--- config.mk ---
export PLATFORM = sky130hd
export DESIGN_NAME = fifo_v4_flat
export DESIGN_NICKNAME = d
export VERILOG_FILES = /design/src/rtl/fifo_v4_if.sv /design/src/rtl/fifo_v4.sv /design/src/flat_wrapper.sv
export SDC_FILE = /design/constraint.sdc
export NUM_CORES = 1
export LEC_CHECK = 0
export CORE_ASPECT_RATIO = 0.9
export CORE_UTILIZATION = 63
export CTS_CLUSTER_SIZE = 14
export DETAILED_ROUTE_END_ITERATION = 10
export GPL_TIMING_DRIVEN = 0
export HOLD_SLACK_MARGIN = 0.12
export PLACE_DENSITY = 0.85
export SYNTH_ARGS = -nofsm -noshare
export SYNTH_HDL_FRONTEND = slang
export SYNTH_SLANG_ARGS = --single-unit
--- constraint.sdc ---
create_clock -name clk_i -period 19.9 [get_ports clk_i]
set_clock_uncertainty 0.1 [all_clocks]
set_input_delay 3.98 -clock clk_i [delete_from_list [all_inputs] [get_ports clk_i]]
set_output_delay 3.98 -clock clk_i [all_outputs]
set_load 0.03 [all_outputs]
--- src/rtl/fifo_v4_if.sv ---
// Handshake bundle for fifo_v4: push side, pop side, clear/flush, thresholds and status.
// master = producer/consumer side, slave = the FIFO itself.
interface fifo_v4_if #(
  parameter int  DATA_WIDTH = 32,
  parameter int  DEPTH      = 8,
  parameter type dtype      = logic [DATA_WIDTH-1:0]
);
  localparam int CNT_W = $clog2(DEPTH + 1);

  logic             clr_i;
  logic             flush_i;
  logic             full_o;
  logic             empty_o;
  logic [CNT_W-1:0] usage_o;
  logic [CNT_W-1:0] alm_full_th_i;
  logic [CNT_W-1:0] alm_empty_th_i;
  logic             alm_full_o;
  logic             alm_empty_o;
  dtype             data_i;
  logic             push_i;
  dtype             data_o;
  logic             pop_i;
  logic             overflow_o;
  logic             underflow_o;

  modport master (
    output clr_i, flush_i, alm_full_th_i, alm_empty_th_i, data_i, push_i, pop_i,
    input  full_o, empty_o, usage_o, alm_full_o, alm_empty_o, data_o, overflow_o, underflow_o
  );

  modport slave (
    input  clr_i, flush_i, alm_full_th_i, alm_empty_th_i, data_i, push_i, pop_i,
    output full_o, empty_o, usage_o, alm_full_o, alm_empty_o, data_o, overflow_o, underflow_o
  );
endinterface

--- src/rtl/fifo_v4.sv ---
// Synchronous FIFO, arbitrary depth, runtime almost-full/empty thresholds, optional fall-through.
// Define FIFO_V4_ERR_EN to build the sticky overflow/underflow flags.
module fifo_v4 #(
  parameter bit  FALL_THROUGH = 1'b0,
  parameter int  DATA_WIDTH   = 32,
  parameter int  DEPTH        = 8,
  parameter type dtype        = logic [DATA_WIDTH-1:0],
  localparam int CNT_W        = $clog2(DEPTH + 1)
) (
  input logic      clk_i,
  input logic      rst_i,
  fifo_v4_if.slave bus
);
  localparam int               PTR_W    = (DEPTH > 1) ? $clog2(DEPTH) : 1;
  localparam logic [PTR_W-1:0] LAST     = PTR_W'(DEPTH - 1);
  localparam logic [CNT_W-1:0] FULL_CNT = CNT_W'(DEPTH);

  dtype             mem [DEPTH];
  logic [PTR_W-1:0] wr_ptr;
  logic [PTR_W-1:0] rd_ptr;
  logic [CNT_W-1:0] cnt;
  logic             clear;
  logic             is_empty;
  logic             is_full;
  logic             bypass;
  logic             empty_now;
  logic             push_ok;
  logic             pop_ok;

  function automatic logic [PTR_W-1:0] ptr_next(input logic [PTR_W-1:0] p);
    return (p == LAST) ? '0 : p + PTR_W'(1);
  endfunction

  always_comb begin
    clear     = bus.clr_i | bus.flush_i;
    is_empty  = (cnt == '0);
    is_full   = (cnt == FULL_CNT);
    bypass    = FALL_THROUGH && is_empty && bus.push_i;
    empty_now = is_empty && !bypass;
    pop_ok    = bus.pop_i && !is_empty;
    // a bypassed element that is popped in the same cycle never touches storage
    push_ok   = bus.push_i && !is_full && !(bypass && bus.pop_i);
  end

  assign bus.full_o      = is_full;
  assign bus.empty_o     = empty_now;
  assign bus.usage_o     = cnt;
  assign bus.alm_full_o  = (cnt >= bus.alm_full_th_i);
  assign bus.alm_empty_o = (cnt <= bus.alm_empty_th_i);
  assign bus.data_o      = bypass ? bus.data_i : mem[rd_ptr];

  always_ff @(posedge clk_i or posedge rst_i) begin
    if (rst_i) begin
      wr_ptr <= '0;
      rd_ptr <= '0;
      cnt    <= '0;
      for (int i = 0; i < DEPTH; i++) mem[i] <= '0;
    end else if (clear) begin
      wr_ptr <= '0;
      rd_ptr <= '0;
      cnt    <= '0;
    end else begin
      if (push_ok) begin
        mem[wr_ptr] <= bus.data_i;
        wr_ptr      <= ptr_next(wr_ptr);
      end
      if (pop_ok) rd_ptr <= ptr_next(rd_ptr);
      case ({push_ok, pop_ok})
        2'b10:   cnt <= cnt + CNT_W'(1);
        2'b01:   cnt <= cnt - CNT_W'(1);
        default: cnt <= cnt;
      endcase
    end
  end

`ifdef FIFO_V4_ERR_EN
  logic overflow_q;
  logic underflow_q;

  always_ff @(posedge clk_i or posedge rst_i) begin
    if (rst_i) begin
      overflow_q  <= 1'b0;
      underflow_q <= 1'b0;
    end else if (clear) begin
      overflow_q  <= 1'b0;
      underflow_q <= 1'b0;
    end else begin
      if (bus.push_i && is_full)   overflow_q  <= 1'b1;
      if (bus.pop_i && empty_now)  underflow_q <= 1'b1;
    end
  end

  assign bus.overflow_o  = overflow_q;
  assign bus.underflow_o = underflow_q;
`else
  assign bus.overflow_o  = 1'b0;
  assign bus.underflow_o = 1'b0;
`endif
endmodule

--- src/flat_wrapper.sv ---
// flat-port wrapper written by rule: the top's interface ports become plain ports
module fifo_v4_flat 
#(
  parameter bit  FALL_THROUGH = 1'b0,
  parameter int  DATA_WIDTH   = 32,
  parameter int  DEPTH        = 8,
  parameter type dtype        = logic [DATA_WIDTH-1:0],
  localparam int CNT_W        = $clog2(DEPTH + 1)
)
  (clk_i, rst_i, bus_clr_i, bus_flush_i, bus_alm_full_th_i, bus_alm_empty_th_i, bus_data_i, bus_push_i, bus_pop_i, bus_full_o, bus_empty_o, bus_usage_o, bus_alm_full_o, bus_alm_empty_o, bus_data_o, bus_overflow_o, bus_underflow_o);
  fifo_v4_if #(.DATA_WIDTH(DATA_WIDTH), .DEPTH(DEPTH), .dtype(dtype)) bus_i ();
  input logic clk_i;
  input logic rst_i;
  input wire logic [$bits(bus_i.clr_i)-1:0] bus_clr_i;
  input wire logic [$bits(bus_i.flush_i)-1:0] bus_flush_i;
  input wire logic [$bits(bus_i.alm_full_th_i)-1:0] bus_alm_full_th_i;
  input wire logic [$bits(bus_i.alm_empty_th_i)-1:0] bus_alm_empty_th_i;
  input wire logic [$bits(bus_i.data_i)-1:0] bus_data_i;
  input wire logic [$bits(bus_i.push_i)-1:0] bus_push_i;
  input wire logic [$bits(bus_i.pop_i)-1:0] bus_pop_i;
  output wire logic [$bits(bus_i.full_o)-1:0] bus_full_o;
  output wire logic [$bits(bus_i.empty_o)-1:0] bus_empty_o;
  output wire logic [$bits(bus_i.usage_o)-1:0] bus_usage_o;
  output wire logic [$bits(bus_i.alm_full_o)-1:0] bus_alm_full_o;
  output wire logic [$bits(bus_i.alm_empty_o)-1:0] bus_alm_empty_o;
  output wire logic [$bits(bus_i.data_o)-1:0] bus_data_o;
  output wire logic [$bits(bus_i.overflow_o)-1:0] bus_overflow_o;
  output wire logic [$bits(bus_i.underflow_o)-1:0] bus_underflow_o;
  assign bus_i.clr_i = bus_clr_i;
  assign bus_i.flush_i = bus_flush_i;
  assign bus_i.alm_full_th_i = bus_alm_full_th_i;
  assign bus_i.alm_empty_th_i = bus_alm_empty_th_i;
  assign bus_i.data_i = bus_data_i;
  assign bus_i.push_i = bus_push_i;
  assign bus_i.pop_i = bus_pop_i;
  assign bus_full_o = bus_i.full_o;
  assign bus_empty_o = bus_i.empty_o;
  assign bus_usage_o = bus_i.usage_o;
  assign bus_alm_full_o = bus_i.alm_full_o;
  assign bus_alm_empty_o = bus_i.alm_empty_o;
  assign bus_data_o = bus_i.data_o;
  assign bus_overflow_o = bus_i.overflow_o;
  assign bus_underflow_o = bus_i.underflow_o;
  fifo_v4 #(.FALL_THROUGH(FALL_THROUGH), .DATA_WIDTH(DATA_WIDTH), .DEPTH(DEPTH), .dtype(dtype)) u_core (.clk_i(clk_i), .rst_i(rst_i), .bus(bus_i));
endmodule
==> flow_summary.toml, run 1 <==
[pwr]
p_per_area_nw_per_um2 = 88.95
irDropWorstVdd_mv = 0.07403
power.leakage_nw = 6.904

[timing]
setup_viol = 0
fmax_mhz = 98.53
hold_viol_final = 0
tightestPinTransition_ns = 1.080
min_period_ns = 10.15
max_slew_margin = 0.2708
min_period_over_period = 0.5100
rsz0062_at_grt = "no"
setup_tns_ns = 0
drv_slew = 0

[hold_path]
min_to = "u_core.mem[197]$_DFFE_PP0P_"
worstHoldStart = "u_core.mem[197]$_DFFE_PP0P_"
hp-class = "reg2reg"
holdPathStages = 1

[clock_tree]
numCtsBuffers = 27
cts_setup_buffers = 0
cts_buffer_depth = 3
cts_resized = 0
clk_latency_ns = 0.53
clkSinkCount = 266
cts_tree = "yes"
htree_levels = 1
clockRootBuffer = "clkbuf_16"
postCtsHoldBufs = 0
path_clk_slew_ns = 0.06

[logic_synthesis]
ys_seq_area_frac = 0.5400
async_flop_share = 1.000
syn_area_sq_um = 12330
synthAdderAreaFrac = 0.01523
synthXorXnorAreaFrac = 0.001421
synth-compound-area-share = 0.008120
syn_avg_cell_area_sq_um = 16.33
synth_top_family_by_area = "multiplexers"
synth_edf_count = 0
synth-seq-cells = 266
syn_inst = 755
synth.distinct_cells = 42
yosysWarnings = 0
ys.flop_type = "dfrtp_1"
yosys.area_share.simple = 0.02121
yosys-mux-area-fraction = 0.3916

[finish]
antenna_cells = 0
finalNetCount = 933
final-instance-count-excl-fill = 1139
drive_gt1_frac = 0.4848
fill_cells = 1089
final_common_cell = "dfrtp_1"
final_cell_mix = "266 x dfrtp_1, 256 x mux2_2, 85 x clkdlybuf4s50_1"
area_delta_synth_final_pct = 17.28

[setup_path]
critPathTopFamily = "buffers and inverters"
crit_buf_inv = 3
arrival_ns = 6.07
max_stage_delay_ns = 0.70
worstPathMaxFanout = 2
end_kind = "primary output"
r2r_setup_slack_ns = 16.34
rr_startpoint = "u_core.bus.usage_o[1]$_DFFE_PP0P_"
crit_chain = "clkdlybuf4s50_1 > inv_1 > ha_1 > nor2b_1 > o21a_1 > o21a_1 > o21ai_0 > clkdlybuf4s50_1"
r2r-end = "u_core.bus.usage_o[3]$_DFFE_PP0P_"
cpMaxStageDelayCell = "clkdlybuf4s50_1"
startpoint = "bus_alm_empty_th_i[1]"
rr_worst_depth = 8
crit_required_ns = 15.82
start_kind = "primary input"
worstSetupPathType = "in2out"

[status]
outcome = "finished, final reports clean"

[placement]
dp_hpwl_um = 17240
globalplace.congestion = 0.8260
dp.cells = 1093
numPortBuffers = 85

[floorplanning]
core_sq_um = 19160
die_h_um = 134.7
dieArea_sq_um = 20130
row_count = 48
top_level_ports = 88
die_x_um = 149.4
start_util = 0.6434

[global_routing]
grtUsageTotal = 0.2867
grt_first_pass_wirelength_um = 43910
grt_max_degree = 121
gr-total-overflow = 0
grt_pass1_vias = 7895
antenna_found_initial = 0

[detailed_routing]
wl_per_cell_um = 23.69
wl_um = 26990
num_vias = 7158
firstDrtPassIters = 4
drtIter0Drc = 355
final_antenna_net_count = 0
drc_errors = 0
via_per_inst = 6.284

[job]
drv_cap = 0
-- worst max-delay path by stage --
stage                                        end  cells after the start  slack, ns
2_1_floorplan  u_core.bus.usage_o[0]$_DFFE_PP0P_                      1       8.49
3_3_place_gp          u_core.mem[16]$_DFFE_PP0P_                      2       6.20
3_5_place_dp                     bus_alm_empty_o                      8       9.75
4_1_cts                          bus_alm_empty_o                      8       9.75
5_1_grt                          bus_alm_empty_o                      8       9.67
6_report                         bus_alm_empty_o                      8       9.75
-- routing by layer --
layer	track usage	vias to the layer above	part of all wire
met1	0.3975	3844	0.43
met2	0.4715	190	0.50
met5	0	-	0
met3	0.04189	51	0.042
met4	0.09240	0	0.024
li1	-	3073	-
-- registers in the layout (all words and copies together) (netlist names) --
register,count
u_core.rd_ptr,3
u_core.bus.usage_o,4
u_core.wr_ptr,3
u_core.mem,256
-- metrics by stage --
stage	power [mW]	util	hold slack, ns	area (sq um)	setup WS (ns)
after detailed placement	0.7793	0.7076	0.3825	13560	9.747
final	1.286	0.7546	0.3991	14460	9.750
after global placement	0.7680	0.7044	0.3621	13490	6.199
after global routing	1.328	0.7546	0.4142	14460	9.670
after CTS	1.293	0.7546	0.3958	14460	9.747
after floorplan	0.7107	-	0.3532	12330	8.495
-- cells by family after synthesis --
family	Yosys count
fa+ha+maj	15
buf+inv	56
other cells	1
simple gates	44
flops	266
xor+xnor	2
compound gates	16
mux	355
-- synth_stat cells (2+ instances only) --
master,n,area share
mux2_2,256,0.23
mux2_4,30,0.037
inv_1,9,0.0027
a21o_1,3,0.0018
xor2_1,2,0.0014
nand4_1,2,0.0010
nand2_1,11,0.0033
ha_1,15,0.015
mux2i_1,3,0.0024
dfrtp_1,266,0.54
clkbuf_1,9,0.0027
nand3_1,3,0.0012
nor2b_1,2,0.0010
or3_1,2,0.0010
nor3b_1,2,0.0012
nor3_1,3,0.0012
nor2_1,7,0.0021
mux2_1,2,0.0018
o21ai_0,2,0.00081
buf_4,2,0.0012
buf_6,3,0.0027
buf_1,6,0.0018
o21a_1,2,0.0012
a21oi_1,7,0.0028
mux4_2,64,0.12
buf_2,26,0.011
-- worst reg2reg max path, stage by stage (launching register included) --
cell and delay, ns:
dfrtp_1 0.52, o41ai_1 1.03, inv_1 0.19, ha_1 0.31, ha_1 0.35, and4b_1 0.21
a311oi_1 0.32, mux2i_1 0.26, mux2i_1 0.21
-- power by group --
part           switching [mW]  internal (mW)  total (mW)
logic                  0.0860         0.0932       0.179
registers              0.0174          0.573       0.591
clock network           0.206          0.309       0.516
-- layout make-up --
class	instances	area, sq um	share of cell area
Buffer	46	235.2	0.01627
Clock buffer	38	777.0	0.05375
Clock inverter	8	122.6	0.008482
Inverter	10	45.04	0.003116
Multi-Input combinational cell	434	5401	0.3736
Sequential cell	266	6656	0.4604
Tap cell	250	312.8	0.02164
Timing Repair Buffer	87	905.9	0.06266
No activity file was read; power rests on OpenSTA's default activity.
==> run 2, diff against run 1 <==
--- a/config.mk
+++ b/config.mk
@@ -6,12 +6,12 @@
 export NUM_CORES = 1
 export LEC_CHECK = 0
 export CORE_ASPECT_RATIO = 0.9
-export CORE_UTILIZATION = 63
+export CORE_UTILIZATION = 53
 export CTS_CLUSTER_SIZE = 14
 export DETAILED_ROUTE_END_ITERATION = 10
 export GPL_TIMING_DRIVEN = 0
 export HOLD_SLACK_MARGIN = 0.12
-export PLACE_DENSITY = 0.85
+export PLACE_DENSITY = 0.76
 export SYNTH_ARGS = -nofsm -noshare
 export SYNTH_HDL_FRONTEND = slang
 export SYNTH_SLANG_ARGS = --single-unit
==> constraint.sdc (replaced) <==
create_clock -name clk_i -period 8.95 [get_ports clk_i]
set_clock_uncertainty 0.1 [all_clocks]
set_input_delay 1.79 -clock clk_i [delete_from_list [all_inputs] [get_ports clk_i]]
set_output_delay 1.79 -clock clk_i [all_outputs]
set_load 0.03 [all_outputs]
==> flow_summary.toml, run 2 (same netlist as run 1, synthesis figures left out) <==
[status]
outcome = "finished, final reports clean"

[floorplanning]
row_count = 52
die_h_um = 146.7
start_util = 0.5444
core_sq_um = 22640
top_level_ports = 88
die_x_um = 162.8
dieArea_sq_um = 23870

[detailed_routing]
firstDrtPassIters = 4
drc_errors = 0
wl_per_cell_um = 22.70
wl_um = 27020
num_vias = 7090
final_antenna_net_count = 0
via_per_inst = 5.958
drtIter0Drc = 346

[global_routing]
grt_use_met1 = 0.3176
grt_use_met2 = 0.4091
use_met3 = 0.03864
grtUsageTotal = 0.2383
grt_max_degree = 46
gr-total-overflow = 0
antenna_found_initial = 0
grt_first_pass_wirelength_um = 43720
grt_pass1_vias = 7947
top_usage_layer = "met2"

[setup_path]
arrival_ns = 3.93
start_kind = "primary input"
worstPathMaxFanout = 2
critPathCapture = "bus_alm_empty_o"
crit_required_ns = 7.06
worstSetupPathType = "in2out"
end_kind = "primary output"
r2r-end = "u_core.bus.usage_o[3]$_DFFE_PP0P_"
rr_startpoint = "u_core.bus.usage_o[1]$_DFFE_PP0P_"
startpoint = "bus_alm_empty_th_i[1]"
r2r_setup_slack_ns = 5.62
rr_worst_depth = 8

[clock_tree]
cts_setup_buffers = 0
cts_resized = 0
clockRootBuffer = "clkbuf_16"
cts_buffer_depth = 3
path_clk_slew_ns = 0.06
clkSinkCount = 266
cts_tree = "yes"
postCtsHoldBufs = 0
clk_latency_ns = 0.53
htree_levels = 1
numCtsBuffers = 26

[finish]
largest_reg_flops = 256
final_cell_mix = "266 x dfrtp_1, 256 x mux2_2, 85 x clkdlybuf4s50_1"
area_delta_synth_final_pct = 17.90
antenna_cells = 0
drive_gt1_frac = 0.4860
finalNetCount = 937
final-instance-count-excl-fill = 1190
final_common_cell = "dfrtp_1"
top_register = "u_core.mem"

[timing]
fmax_mhz = 171.7
drv_slew = 0
max_slew_margin = 0.3033
tightestPinTransition_ns = 1.045
min_period_over_period = 0.6507
hold_viol_final = 0
final.setup.worst_slack_ns = 3.126
setup_viol = 0
min_period_ns = 5.824
rsz0062_at_grt = "no"
setup_tns_ns = 0

[hold_path]
hp-class = "reg2reg"

[job]
drv_cap = 0

[placement]
dp.cells = 1145
globalplace.congestion = 0.8209
post-place-ws_ns = 3.112
dp_hpwl_um = 18240
numPortBuffers = 85

[pwr]
irDropWorstVdd_mv = 0.1598
p_per_area_nw_per_um2 = 191.4
power.leakage_nw = 6.910
run 2: changes by cell type in the layout (fill, tap and decap cells not counted):
cell and change:
bufinv_16 -3, inv_6 -2, clkinvlp_4 +1, buf_16 -2
clkbuf_1 +1, clkbuf_8 +3, inv_8 -1, buf_12 +7
run 2: layout make-up:
class | count | area [sq um]
repair buffers | 92 | 991.0
clock buffers | 42 | 822.0
multi-input cells | 434 | 5401
plain buffers | 46 | 235.2
well taps | 297 | 371.6
clock inverters | 3 | 15.01
flip-flops and latches | 266 | 6656
fillers | 1595 | 8108
inverters | 10 | 41.29
run 2: worst max-delay path, stage by stage:
cell and delay [ns]:
clkdlybuf4s50_1 0.46, inv_1 0.05, ha_1 0.29, nor2b_1 0.14
o21a_1 0.17, o21a_1 0.16, o21ai_0 0.17, clkdlybuf4s50_1 0.70
run 2: worst min path at each step:
stage	slack (ns)	start	depth (start not counted)	to
4_1_cts	0.40	u_core.mem[163]$_DFFE_PP0P_	1	u_core.mem[163]$_DFFE_PP0P_
6_report	0.40	u_core.mem[48]$_DFFE_PP0P_	1	u_core.mem[48]$_DFFE_PP0P_
5_1_grt	0.41	u_core.mem[31]$_DFFE_PP0P_	1	u_core.mem[31]$_DFFE_PP0P_
2_1_floorplan	0.35	u_core.mem[197]$_DFFE_PP0P_	1	u_core.mem[197]$_DFFE_PP0P_
3_3_place_gp	0.36	u_core.mem[198]$_DFFE_PP0P_	1	u_core.mem[198]$_DFFE_PP0P_
3_5_place_dp	0.38	u_core.mem[197]$_DFFE_PP0P_	1	u_core.mem[197]$_DFFE_PP0P_
run 2: per-stage QoR:
stage	power, mW	area, sq um	hold slack (ns)	utilization
CTS	2.801	14530	0.4015	0.6419
global route	2.885	14530	0.4096	0.6419
detailed placement	1.738	13700	0.3762	0.6049
floorplan	1.581	12330	0.3532	-
global placement	1.710	13560	0.3629	0.5988
finish	2.782	14530	0.3998	0.6419
run 2: per-layer routing:
| layer | wire length [um] | part of all wire | vias to the layer above |
|---|---|---|---|
| met3 | 1052 | 0.039 | 45 |
| met4 | 480 | 0.018 | 0 |
| met5 | 0 | 0 | - |
| li1 | - | - | 3065 |
| met2 | 13980 | 0.52 | 142 |
| met1 | 11500 | 0.43 | 3838 |
run 2: report_power, final:
part           switching (mW)  internal, mW  total [mW]
clock                   0.445         0.623        1.07
combinational           0.191         0.211       0.402
sequential             0.0380          1.27        1.31
total                   0.674          2.11        2.78
